**config.mk**
```make
export PLATFORM = sky130hd
export DESIGN_NAME = palu_stim_driver
export DESIGN_NICKNAME = d
export VERILOG_FILES = /design/src/rtl/palu_stim_driver.sv
export SDC_FILE = /design/constraint.sdc
export NUM_CORES = 1
export LEC_CHECK = 0
export ABC_CLOCK_PERIOD_IN_PS = 4550
export CAP_MARGIN = 20
export CORE_MARGIN = 8
export CORE_UTILIZATION = 30
export DETAILED_ROUTE_END_ITERATION = 16
export SETUP_SLACK_MARGIN = 0.02
export SYNTH_ARGS = -nofsm -noshare
export SYNTH_HDL_FRONTEND = slang
export SYNTH_SLANG_ARGS = --single-unit
```
**constraint.sdc**
```tcl
create_clock -name clk -period 4.55 [get_ports clk]
set_input_delay 0.91 -clock clk [delete_from_list [all_inputs] [get_ports clk]]
set_output_delay 0.91 -clock clk [all_outputs]
set_load 0.005 [all_outputs]
```
**src/rtl/palu_stim_driver.sv**
```systemverilog
// Initiator for the 8-bit parallel ALU: takes single requests or runs a
// 16-vector sweep, holds operands for SETTLE cycles, captures f/ovf and
// returns them through a valid/ready response port.
module palu_stim_driver #(
  parameter int SETTLE = 2
) (
  input  logic       clk,
  input  logic       rst,
  input  logic       req_valid,
  output logic       req_ready,
  input  logic [1:0] req_sel,
  input  logic [7:0] req_a,
  input  logic [7:0] req_b,
  input  logic       sweep_start,
  output logic [7:0] alu_a,
  output logic [7:0] alu_b,
  output logic [1:0] alu_sel,
  input  logic [7:0] alu_f,
  input  logic       alu_ovf,
  output logic       rsp_valid,
  input  logic       rsp_ready,
  output logic [7:0] rsp_f,
  output logic       rsp_ovf,
  output logic [1:0] rsp_sel,
  output logic [3:0] rsp_idx,
  output logic       rsp_sweep,
  output logic       busy,
  output logic       sweep_done
);

  typedef enum logic [1:0] {IDLE, SETTLE_ST, RESP} state_t;

  state_t     state;
  logic [3:0] cnt;
  logic [3:0] idx;
  logic       sweep;
  logic [3:0] nxt_idx;

  // Sweep operand table, indexed by the low two bits of the vector index.
  function automatic logic [7:0] vec_a(input logic [1:0] i);
    case (i)
      2'd0:    vec_a = 8'h0F;
      2'd1:    vec_a = 8'hF0;
      2'd2:    vec_a = 8'h0F;
      default: vec_a = 8'hFF;
    endcase
  endfunction

  function automatic logic [7:0] vec_b(input logic [1:0] i);
    case (i)
      2'd0:    vec_b = 8'h0F;
      2'd1:    vec_b = 8'h0F;
      2'd2:    vec_b = 8'hF0;
      default: vec_b = 8'hFF;
    endcase
  endfunction

  assign nxt_idx = idx + 4'd1;

  // Handshake/status outputs are forced low while reset is asserted.
  assign req_ready = (state == IDLE) && !rst && !sweep_start;
  assign busy      = (state != IDLE) && !rst;

  // Main control FSM: load operands, wait settle time, present response.
  always_ff @(posedge clk) begin
    if (rst) begin
      state      <= IDLE;
      cnt        <= 4'd0;
      idx        <= 4'd0;
      sweep      <= 1'b0;
      alu_a      <= 8'd0;
      alu_b      <= 8'd0;
      alu_sel    <= 2'd0;
      rsp_valid  <= 1'b0;
      rsp_f      <= 8'd0;
      rsp_ovf    <= 1'b0;
      rsp_sel    <= 2'd0;
      rsp_idx    <= 4'd0;
      rsp_sweep  <= 1'b0;
      sweep_done <= 1'b0;
    end else begin
      sweep_done <= 1'b0;
      case (state)
        IDLE: begin
          // sweep_start wins over a pending request
          if (sweep_start) begin
            alu_a   <= vec_a(2'd0);
            alu_b   <= vec_b(2'd0);
            alu_sel <= 2'd0;
            idx     <= 4'd0;
            sweep   <= 1'b1;
            cnt     <= 4'd0;
            state   <= SETTLE_ST;
          end else if (req_valid) begin
            alu_a   <= req_a;
            alu_b   <= req_b;
            alu_sel <= req_sel;
            idx     <= 4'd0;
            sweep   <= 1'b0;
            cnt     <= 4'd0;
            state   <= SETTLE_ST;
          end
        end
        SETTLE_ST: begin
          if (cnt == 4'(SETTLE - 1)) begin
            rsp_f     <= alu_f;
            rsp_ovf   <= alu_ovf;
            rsp_sel   <= alu_sel;
            rsp_idx   <= idx;
            rsp_sweep <= sweep;
            rsp_valid <= 1'b1;
            cnt       <= 4'd0;
            state     <= RESP;
          end else begin
            cnt <= cnt + 4'd1;
          end
        end
        RESP: begin
          if (rsp_ready) begin
            rsp_valid <= 1'b0;
            if (!sweep) begin
              state <= IDLE;
            end else if (idx != 4'd15) begin
              idx     <= nxt_idx;
              alu_a   <= vec_a(nxt_idx[1:0]);
              alu_b   <= vec_b(nxt_idx[1:0]);
              alu_sel <= nxt_idx[3:2];
              cnt     <= 4'd0;
              state   <= SETTLE_ST;
            end else begin
              // last sweep vector: park the ALU inputs at zero
              sweep_done <= 1'b1;
              alu_a      <= 8'd0;
              alu_b      <= 8'd0;
              alu_sel    <= 2'd0;
              sweep      <= 1'b0;
              state      <= IDLE;
            end
          end
        end
        default: state <= IDLE;
      endcase
    end
  end

endmodule

```
Yosys cells after proc, flatten, opt, wreduce, memory -nomap -nowiden. Index checks and enable logic that the tools add are counted.

Output and inout bits: 38. Logic and storage cells: 99. Bits in latches: 0. Bits in read-only memories: 0. Memories: 0. Bits in registers: 47. Input bits: 32. Memory bits (writable): 0.

Add/subtract/negate cells: 2. Shift operators: 0. Multiply operators: 0. Mux-type cells: 48. $lt $le $gt $ge: 0. Reductions and logical operators: 21. Divide/modulo/power cells: 0. Equality and inequality tests: 11. Bitwise logic cells: 3.

Operators with widths (number): 8-bit 2-to-1 mux (10); 8-bit case mux with 2 select lines (4); 4-bit 2-to-1 mux (9); 2-bit 2-to-1 mux (9); 4-bit case mux with 3 select lines (1); 1-bit 2-to-1 mux (10); 5-bit AND reduction (2); 3-bit AND reduction (3); 4-bit by 1-bit adder with 4-bit output, second input constant (2); 2-bit != test, second input constant (4); 4-bit case mux with 2 select lines (1); 2-bit case mux with 3 select lines (1); 2-bit nonzero test (3); 2-bit by 1-bit == test with 1-bit output, second input constant (2); 2-bit == test, second input constant (2); 4-bit by 1-bit == test with 1-bit output, second input constant (1); 2-bit zero test (2); 4-bit != test, second input constant (1); 1-bit case mux with 2 select lines (2); 2-bit case mux with 2 select lines (1); 4-bit AND reduction (1); 2-bit OR reduction (2); 4-bit OR reduction (1); 1-bit logical AND (3); 5 further kinds (8).

Logic depth before layout (Yosys ltp). Gate-level depths: netlist (run 1).

Depth after elaboration: 8. Depth in mapped cells: 7. Mapped depth without buffers: 6.

Worst setup path before layout (run 1). Ideal clock, no wire load.

Path kind: input port to output port. Start point: input rst. End point: output req_ready. Data required time: 3.640 ns. Path slack: 2.110 ns. Stages: 3. Buffers on the path: 2. Data arrival time: 1.530 ns. Cells stage by stage: clkbuf_1 -> clkbuf_1 -> nor4_1.

Word-level cells in the longest chain between the ends: 3.

RTL lines: start, declared (line 8) `input logic rst,`; 1-bit zero test (line 61) `assign req_ready = (state == IDLE) && !rst && !sweep_start;`; 1-bit logical AND (2 in series) (line 61); end, declared (line 10) `output logic req_ready,`.

Every way passes these cells.

Worst setup path in the final report (run 1).
Start point: input sweep_start. End point: output req_ready.

Word-level cells in the longest chain between the ends: 2.

RTL lines: start, declared (line 14) `input logic sweep_start,`; 1-bit zero test (line 61); 1-bit logical AND (line 61).

Every way passes these cells.

==> results of run 1 <==
worst min-delay path, cell delays in order (launching register included):
cell     delay, ns
dfxtp_1       0.31
nand2_1       0.05
a21oi_1       0.05
final timing paths:
kind / start / end / slack [ns] / cells after the start
min reg2reg: rsp_f[3] / rsp_f[3] / 0.46 / 2
max: sweep_start / req_ready / 1.12 / 3
max reg2reg: state[1] / alu_a[0] / 2.32 / 5
min: rsp_f[3] / rsp_f[3] / 0.46 / 2
cell families after synthesis:
kind of cell	count (synthesis)
compound gates	73
simple gates	98
xor+xnor	2
buf+inv	19
mux	1
fa+ha+maj	5
flops	47
sequential cells by signal (all words and copies together), names as in the netlist:
register / flops
state: 2
cnt: 4
sweep_done: 1
idx: 4
rsp_sweep: 1
rsp_ovf: 1
alu_b: 8
alu_sel: 2
rsp_valid: 1
rsp_f: 8
sweep: 1
alu_a: 8
rsp_idx: 4
rsp_sel: 2
layout make-up:
cell class,count,area [um2]
fillers,658,3770
multi-input cells,179,998
flip-flops and latches,47,941
repair buffers,70,693
well taps,80,100
clock buffers,6,82.6
clock inverters,2,35.0
inverters,6,22.5
report_power, final:
part           switching [uW]  total [uW]  internal (uW)  leakage [uW]
clock network             136         314            178     0.0000612
logic                    88.6         193            105      0.000580
registers                23.6         464            441      0.000384
cell usage after synthesis (all sizes together):
cell type,n,area [um2]
a22o,1,8.76
nand2b,2,12.5
mux2,1,11.3
nor3,5,25.0
nor3b,2,15.0
xnor2,1,8.76
o311ai,2,17.5
o31a,3,26.3
inv,6,22.5
and2b,1,7.51
nand3,3,15.0
clkbuf,9,33.8
dfxtp,47,941
nor2b,1,6.26
buf,4,20.0
a21oi,27,135
and2,1,6.26
a21o,1,7.51
or3b,1,8.76
and3,1,6.26
a311oi,1,8.76
nor4b,1,8.76
nor2,29,111
nand4b,1,8.76
a41oi,1,8.76
o21ai,10,50.1
a211oi,16,120
xor2,1,8.76
ha,5,62.6
o31ai,3,22.5
a211o,1,8.76
a21boi,2,15.0
o21bai,1,7.51
or4b,1,10.0
or3,2,12.5
o21a,3,22.5
a22oi,1,7.51
nor4,2,12.5
nand2,45,169
metal layers:
layer | vias up | track usage
met5 | - | 0
met4 | 0 | 0.0252
met3 | 5 | 0.0541
met2 | 52 | 0.179
met1 | 827 | 0.139
li1 | 982 | -
metrics by stage:
stage | total power, uW | utilization | instance area, um2 | worst slack, ns | std cells
detailed placement | 669 | 0.415 | 2760 | 1.17 | 382
floorplan | 563 | - | 2010 | 2.11 | 245
global placement | 668 | 0.415 | 2760 | 1.22 | 382
global route | 1020 | 0.432 | 2870 | 0.952 | 390
finish | 972 | 0.432 | 2870 | 1.12 | 390
CTS | 986 | 0.432 | 2870 | 1.15 | 390
==> flow_summary_export.csv, run 1 <==
group,metric,value,unit
outcome,outcome,"completed",
routing,drc,0,
timing,max-slew-margin-rel,0.434,
routing,met2_length,2280,um
routing,dr_total_vias,1866,
power_and_ir_drop,p_leak,0.00103,uW
global_route,grt_start_max_net_pins,49,
timing,rsz0062_at_grt,"false",
timing,tns,0,ns
finish,drive_above_1_share,0.0452,
yosys,synth_warnings,0,
yosys,synth_top_family_by_area,"compound AO/OA/AOI/OAI gates",
cts,cts_buffers,5,
yosys,synth_adder_area_share,0.0311,
cts,h-tree-depth,2,
worst_setup_path,cp.required,3.64,ns
yosys,netlist_area,2010,um2
finish,nets,346,
global_route,grt_pass1_vias,1928,
timing,layout_min_cycle_time,3.43,ns
job,maxCapViolCount,0,
yosys,synth_nets,282,
place,gp_congestion,0.783,
yosys,ys_seq_area_frac,0.468,
worst_setup_path,path_max_fanout,15,
yosys,synthSimpleGateAreaFrac,0.217,
timing,setup_viol,0,
routing,routed.top_layer,"met4",
worst_setup_path,critPathBufInv,2,
finish,insertedDiodeCount,0,
place,dp_hpwl,3960,um
worst_setup_path,critPathArrivalTime,2.52,ns
timing,post-route-period-util,0.754,
cts,ctsResizeCount,0,
cts,clk_latency,0.30,ns
min_path,hp-class,"flop to flop",
worst_setup_path,critical_path_class,"input port to primary output",
floorplan,die_h,97.9,um
floorplan,fp.coreArea,6640,um2
routing,m1WireLength,2600,um
worst_setup_path,slowest_delay,0.64,ns
worst_setup_path,path_cells,"clkdlybuf4s50_1 -> nor4_1 -> clkdlybuf4s50_1",
global_route,grt_pass1_wl,9250,um
cts,cts_hold_buf,0,
finish,final_common_cell,"clkdlybuf4s50_1",
yosys,synth-seq-cells,47,
worst_setup_path,crit_path_frequent_cell,"clkdlybuf4s50_1",
timing,max_freq,0.292,GHz
power_and_ir_drop,power_density,338,nW/um2
place,port_buffers,69,
cts,cts_tree,"yes",
timing,worst_slew_pin_slew,0.849,ns
timing,skew,0.0106,ns
global_route,track_usage,0.114,
routing,routed-wl-met3,473,um
timing,maxSlewViolCount,0,
yosys,synth.distinct_cells,40,
cts,cts_root_buffer,"clkbuf_8",
power_and_ir_drop,peakVddDrop,142,uV
routing,finalWirelength,5400,um
routing,drtIter0Drc,82,
routing,drtPass1Iterations,4,
worst_setup_path,worstSetupEndpointType,"primary output",
timing,hold_slack,0.455,ns
yosys,synthXorXnorAreaFrac,0.00871,
yosys,synth_compound_area_frac,0.232,
yosys,synthCells,245,
cts,clk_pin_slew_worst_paths,0.08,ns
worst_setup_path,crit_slowest_cell,"clkdlybuf4s50_1",
timing,hold_viol,0,
global_route,antenna_found_initial,0,
floorplan,ios,70,
worst_setup_path,crit_family,"buffers and inverters",
global_route,grt_overflow,0,
cts,postCtsSetupBuffers,0,
routing,postRouteAntennaNets,0,
cts,cts_sinks,47,
yosys,synthMuxAreaShare,0.00560,
routing,routedWlPerCell,13.8,um
floorplan,die_w,97.9,um
finish,area_delta_synth_final,42.9,%
floorplan,start_util,0.303,
floorplan,die-area,9580,um2
floorplan,rows,30,
yosys,synth_area_per_cell,8.21,um2
routing,via_per_inst,4.78,
cts,cts_buffer_depth,2,
worst_setup_path,start_kind,"input port",
finish,final_cell_mix,"clkdlybuf4s50_1 (68), dfxtp_1 (47), nand2_1 (45), nor2_1 (28), a21oi_1 (27)",
Note: power is estimated with default switching activity, not from simulation.
==> run 2, diff against run 1 <==
ABC_CLOCK_PERIOD_IN_PS = 3100   (was 4550)
clock period = 3.1 ns   (was 4.55 ns; I/O delays follow)
==> run 2 against run 1 <==
Global-route usage grew 0.24 points. Hold slack worse by 0.0021 ns. Sequential share of layout area rose by 0.086 points. Combinational power grew 51%. Largest cell class unchanged. Largest power group unchanged. Highest routed layer unchanged.
==> flow_summary_export.csv, run 2 (same netlist as run 1, synthesis figures left out) <==
group,metric,value,unit
routing,m1WireLength,2660,um
floorplan,rows,30,
cts,clk_latency,0.29,ns
routing,dr_total_vias,1900,
finish,final_cell_mix,"clkdlybuf4s50_1 (68), dfxtp_1 (47), nand2_1 (45), nor2_1 (28), a21oi_1 (27)",
routing,met2_length,2500,um
routing,drc,0,
timing,layout_min_cycle_time,2.60,ns
finish,utilization,0.431,
routing,postRouteAntennaNets,0,
power_and_ir_drop,p_switching,361,uW
floorplan,start_util,0.303,
min_path,hp-class,"flop to flop",
worst_setup_path,cp.required,2.48,ns
place,dp_hpwl,4100,um
worst_setup_path,reg2reg_to,"idx[3]",
worst_setup_path,critPathArrivalTime,1.98,ns
power_and_ir_drop,peakVddDrop,218,uV
place,port_buffers,69,
cts,cts_buffer_depth,2,
routing,finalWirelength,5640,um
timing,tns,0,ns
floorplan,die_h,97.9,um
finish,reg_top3,"alu_a (8), alu_b (8), rsp_f (8)",
cts,cts_buffers,5,
routing,routed.top_layer,"met4",
global_route,track_usage,0.117,
power_and_ir_drop,clkPwrFrac,0.276,
floorplan,ios,70,
timing,max-slew-margin-rel,0.508,
worst_setup_path,rr_worst_depth,4,
cts,cts_sinks,47,
floorplan,die-area,9580,um2
routing,via_per_inst,4.85,
routing,drtPass1Iterations,4,
power_and_ir_drop,swShare,0.269,
finish,area_delta_synth_final,42.5,%
global_route,grt_start_max_net_pins,47,
routing,routedWlPerCell,14.4,um
finish,seqCellArea,941,um2
place,gp_congestion,0.788,
cts,cts_root_buffer,"clkbuf_8",
cts,ctsResizeCount,0,
power_and_ir_drop,intPower,980,uW
power_and_ir_drop,power_density,468,nW/um2
global_route,grt_pass1_vias,1862,
routing,drtIter0Drc,82,
timing,post-route-period-util,0.837,
cts,clk_pin_slew_worst_paths,0.08,ns
finish,final_common_cell,"clkdlybuf4s50_1",
worst_setup_path,path_max_fanout,2,
finish,fin_cells,392,
power_and_ir_drop,pwr-share-comb,0.217,
worst_setup_path,timing.rr.start,"state[1]",
worst_setup_path,worstSetupEndpointType,"primary output",
floorplan,fp.coreArea,6640,um2
timing,worst_slew_pin_slew,0.737,ns
timing,maxSlewViolCount,0,
timing,hold_viol,0,
place,pre_cts_ws,0.438,ns
cts,h-tree-depth,2,
timing,max_freq,0.385,GHz
worst_setup_path,critical_path_class,"input port to primary output",
finish,fillers,660,
finish,nets,349,
global_route,grt_overflow,0,
global_route,antenna_found_initial,0,
finish,insertedDiodeCount,0,
finish,multiInputGateArea,998,um2
place,dp_cells,385,
finish,drive_above_1_share,0.0513,
global_route,grt_pass1_wl,9330,um
timing,setup_ws,0.505,ns
timing,rsz0062_at_grt,"false",
worst_setup_path,start_kind,"input port",
worst_setup_path,rrSetupSlack,1.02,ns
floorplan,die_w,97.9,um
timing,skew,0.00285,ns
power_and_ir_drop,p_leak,0.00103,uW
cts,postCtsSetupBuffers,0,
job,maxCapViolCount,0,
worst_setup_path,crit_start,"sweep_start",
routing,routed-wl-met3,417,um
timing,setup_viol,0,
outcome,outcome,"completed",
power_and_ir_drop,seqPwrFrac,0.508,
worst_setup_path,endpoint,"req_ready",
cts,cts_tree,"yes",
cts,cts_hold_buf,0,
[run 2: cell count changes in the layout (fill, tap and decap cells not counted)]
cell	delta
buf_4	+3
bufinv_16	-1
[run 2: per-stage QoR]
stage | power (uW) | hold slack, ns | area (um2)
floorplan | 826 | 0.453 | 2010
CTS | 1360 | 0.458 | 2870
detailed placement | 988 | 0.446 | 2780
global route | 1420 | 0.472 | 2870
finish | 1340 | 0.453 | 2870
global placement | 985 | 0.441 | 2780
[run 2: power groups by stage]
stage               Sequential, uW  Combinational (uW)  Clock, uW
floorplan                      688                 138          0
global placement               694                 291          0
detailed placement             694                 294          0
CTS                            682                 296        385
global route                   688                 323        408
finish                         681                 291        370
[run 2: worst min path at each step]
stage,start,to,slack [ns],cells after the start
finish,rsp_idx[0],rsp_idx[0],0.45,2
global route,rsp_f[4],rsp_f[4],0.47,2
CTS,rsp_idx[0],rsp_idx[0],0.46,2
detailed placement,rsp_f[6],rsp_f[6],0.45,2
global placement,rsp_f[4],rsp_f[4],0.44,2
floorplan,rsp_f[0],rsp_f[0],0.45,2
[run 2: critical path: stages]
cell             delay (ns)
clkdlybuf4s50_1        0.44
nor4_1                 0.33
clkdlybuf4s50_1        0.58
[run 2: cell type report]
cell class                 instances  share of cell area
sequential                        47               0.328
tap                               80              0.0349
inverter                           6             0.00786
clock inverter                     1             0.00175
multi-input combinational        179               0.348
clock buffer                       6              0.0288
timing repair buffer              73               0.250
[run 2: metal layers]
layer / global-route usage / vias to the layer above
met3: 0.0477 / 6
met2: 0.179 / 48
met4: 0.0288 / 0
met5: 0 / -
li1: - / 990
met1: 0.148 / 856
==> run 3, diff against run 2 <==
ABC_CLOCK_PERIOD_IN_PS = 2500   (was 3100)
clock period = 2.5 ns   (was 3.1 ns; I/O delays follow)
==> run 3 against run 2 <==
Clock skew up 0.0070 ns. Global-route usage up 0.065 points. Setup slack worse by 0.39 ns. Combinational power up 29%. Cell area up 2.7%. Via count up 0.47%. Die area unchanged. Non-clock buffer count up 4. Hold slack better by 0.0015 ns. Clock power up 60%. Routed wire length down 2.2%. Flip-flop and latch count unchanged. Largest power group unchanged.
==> flow_summary_export.csv, run 3 (same netlist as run 1, synthesis figures left out) <==
group,metric,value,unit
outcome,outcome,"completed",
cts,cts_buffer_depth,2,
finish,final_common_cell,"clkdlybuf4s50_1",
routing,drc,0,
timing,max_freq,0.420,GHz
worst_setup_path,timing.rr.start,"state[1]",
worst_setup_path,critical_path_class,"input port to primary output",
timing,maxSlewViolCount,0,
min_path,hp-start,"rsp_f[3]",
routing,dr_total_vias,1909,
min_path,min_path_cells,2,
worst_setup_path,critPathArrivalTime,1.88,ns
finish,drive_above_1_share,0.0662,
power_and_ir_drop,peakVddDrop,333,uV
floorplan,ios,70,
finish,final_cell_mix,"clkdlybuf4s50_1 (68), dfxtp_1 (47), nand2_1 (45), nor2_1 (28), a21oi_1 (27)",
place,dp_hpwl,4100,um
worst_setup_path,path_max_fanout,5,
finish,utilization,0.443,
cts,postCtsSetupBuffers,0,
timing,rsz0062_at_grt,"false",
cts,ctsResizeCount,0,
timing,setup_viol,0,
worst_setup_path,reg2reg_to,"idx[2]",
floorplan,die_w,97.9,um
timing,layout_min_cycle_time,2.38,ns
finish,area_delta_synth_final,46.3,%
place,port_buffers,69,
routing,drtIter0Drc,102,
global_route,grt_overflow,0,
floorplan,die-area,9580,um2
cts,clk_pin_slew_worst_paths,0.09,ns
global_route,grt_pass1_vias,1881,
routing,routedWlPerCell,13.9,um
global_route,grt_pass1_wl,9420,um
finish,insertedDiodeCount,0,
worst_setup_path,rr_worst_depth,4,
cts,cts_tree,"yes",
routing,postRouteAntennaNets,0,
cts,cts_sinks,47,
worst_setup_path,start_kind,"input port",
floorplan,die_h,97.9,um
power_and_ir_drop,power_density,615,nW/um2
min_path,min_to,"rsp_f[3]",
worst_setup_path,worstSetupEndpointType,"primary output",
global_route,grt_start_max_net_pins,31,
routing,via_per_inst,4.81,
min_path,hp-class,"flop to flop",
finish,nets,353,
routing,drtPass1Iterations,4,
finish,reg_top3,"alu_a (8), alu_b (8), rsp_f (8)",
timing,tns,0,ns
cts,h-tree-depth,2,
worst_setup_path,crit_start,"sweep_start",
worst_setup_path,cp.required,2.00,ns
timing,worst_slew_pin_slew,0.566,ns
global_route,antenna_found_initial,0,
timing,post-route-period-util,0.952,
place,dp_cells,389,
routing,finalWirelength,5510,um
cts,cts_hold_buf,0,
place,gp_congestion,0.832,
worst_setup_path,rrSetupSlack,0.57,ns
timing,hold_viol,0,
timing,skew,0.00983,ns
timing,max-slew-margin-rel,0.621,
floorplan,start_util,0.303,
job,maxCapViolCount,0,
cts,cts_root_buffer,"clkbuf_8",
global_route,track_usage,0.117,
finish,fin_cells,397,
power_and_ir_drop,power,1810,uW
finish,fillers,684,
cts,cts_buffers,5,
floorplan,fp.coreArea,6640,um2
power_and_ir_drop,p_leak,0.00106,uW
floorplan,rows,30,
cts,clk_latency,0.30,ns
## run 3: routing by layer
layer  vias up  part of all wire  GRT usage
met2        47              0.45      0.185
li1       1003                 -          -
met4         0            0.0022     0.0288
met1       857              0.47      0.145
met5         -                 0          0
met3         2             0.077     0.0484
## run 3: worst max path at each step
stage | slack, ns | to
floorplan | 0.81 | rsp_sel[0]
global placement | 0.16 | req_ready
detailed placement | 0.14 | req_ready
CTS | 0.12 | req_ready
global route | 0.07 | req_ready
finish | 0.12 | req_ready
## run 3: through the flow
stage | hold slack (ns) | cell area (um2) | setup slack (ns)
after floorplan | 0.453 | 2010 | 0.812
after global placement | 0.441 | 2820 | 0.163
after detailed placement | 0.446 | 2820 | 0.142
after CTS | 0.459 | 2940 | 0.122
after global routing | 0.478 | 2940 | 0.0723
final | 0.455 | 2940 | 0.119
## run 3: cell type report
| type | instances | area [um2] | area share |
|---|---|---|---|
| inverters | 6 | 22.5 | 0.00766 |
| repair buffers | 77 | 758 | 0.258 |
| multi-input cells | 179 | 998 | 0.339 |
| clock inverters | 2 | 38.8 | 0.0132 |
| well taps | 80 | 100 | 0.0340 |
| clock buffers | 6 | 82.6 | 0.0281 |
| flip-flops and latches | 47 | 941 | 0.320 |
## run 3: power by group
part           total (uW)  internal, uW  switching [uW]
clock network         592           329             263
logic                 374           207             167
registers             843           802            40.2
total                1810          1340             470
## run 3: worst max-delay path, stage by stage
cell             delay (ns)
clkdlybuf4s50_1        0.49
nor4_1                 0.31
clkdlybuf4s50_1        0.58
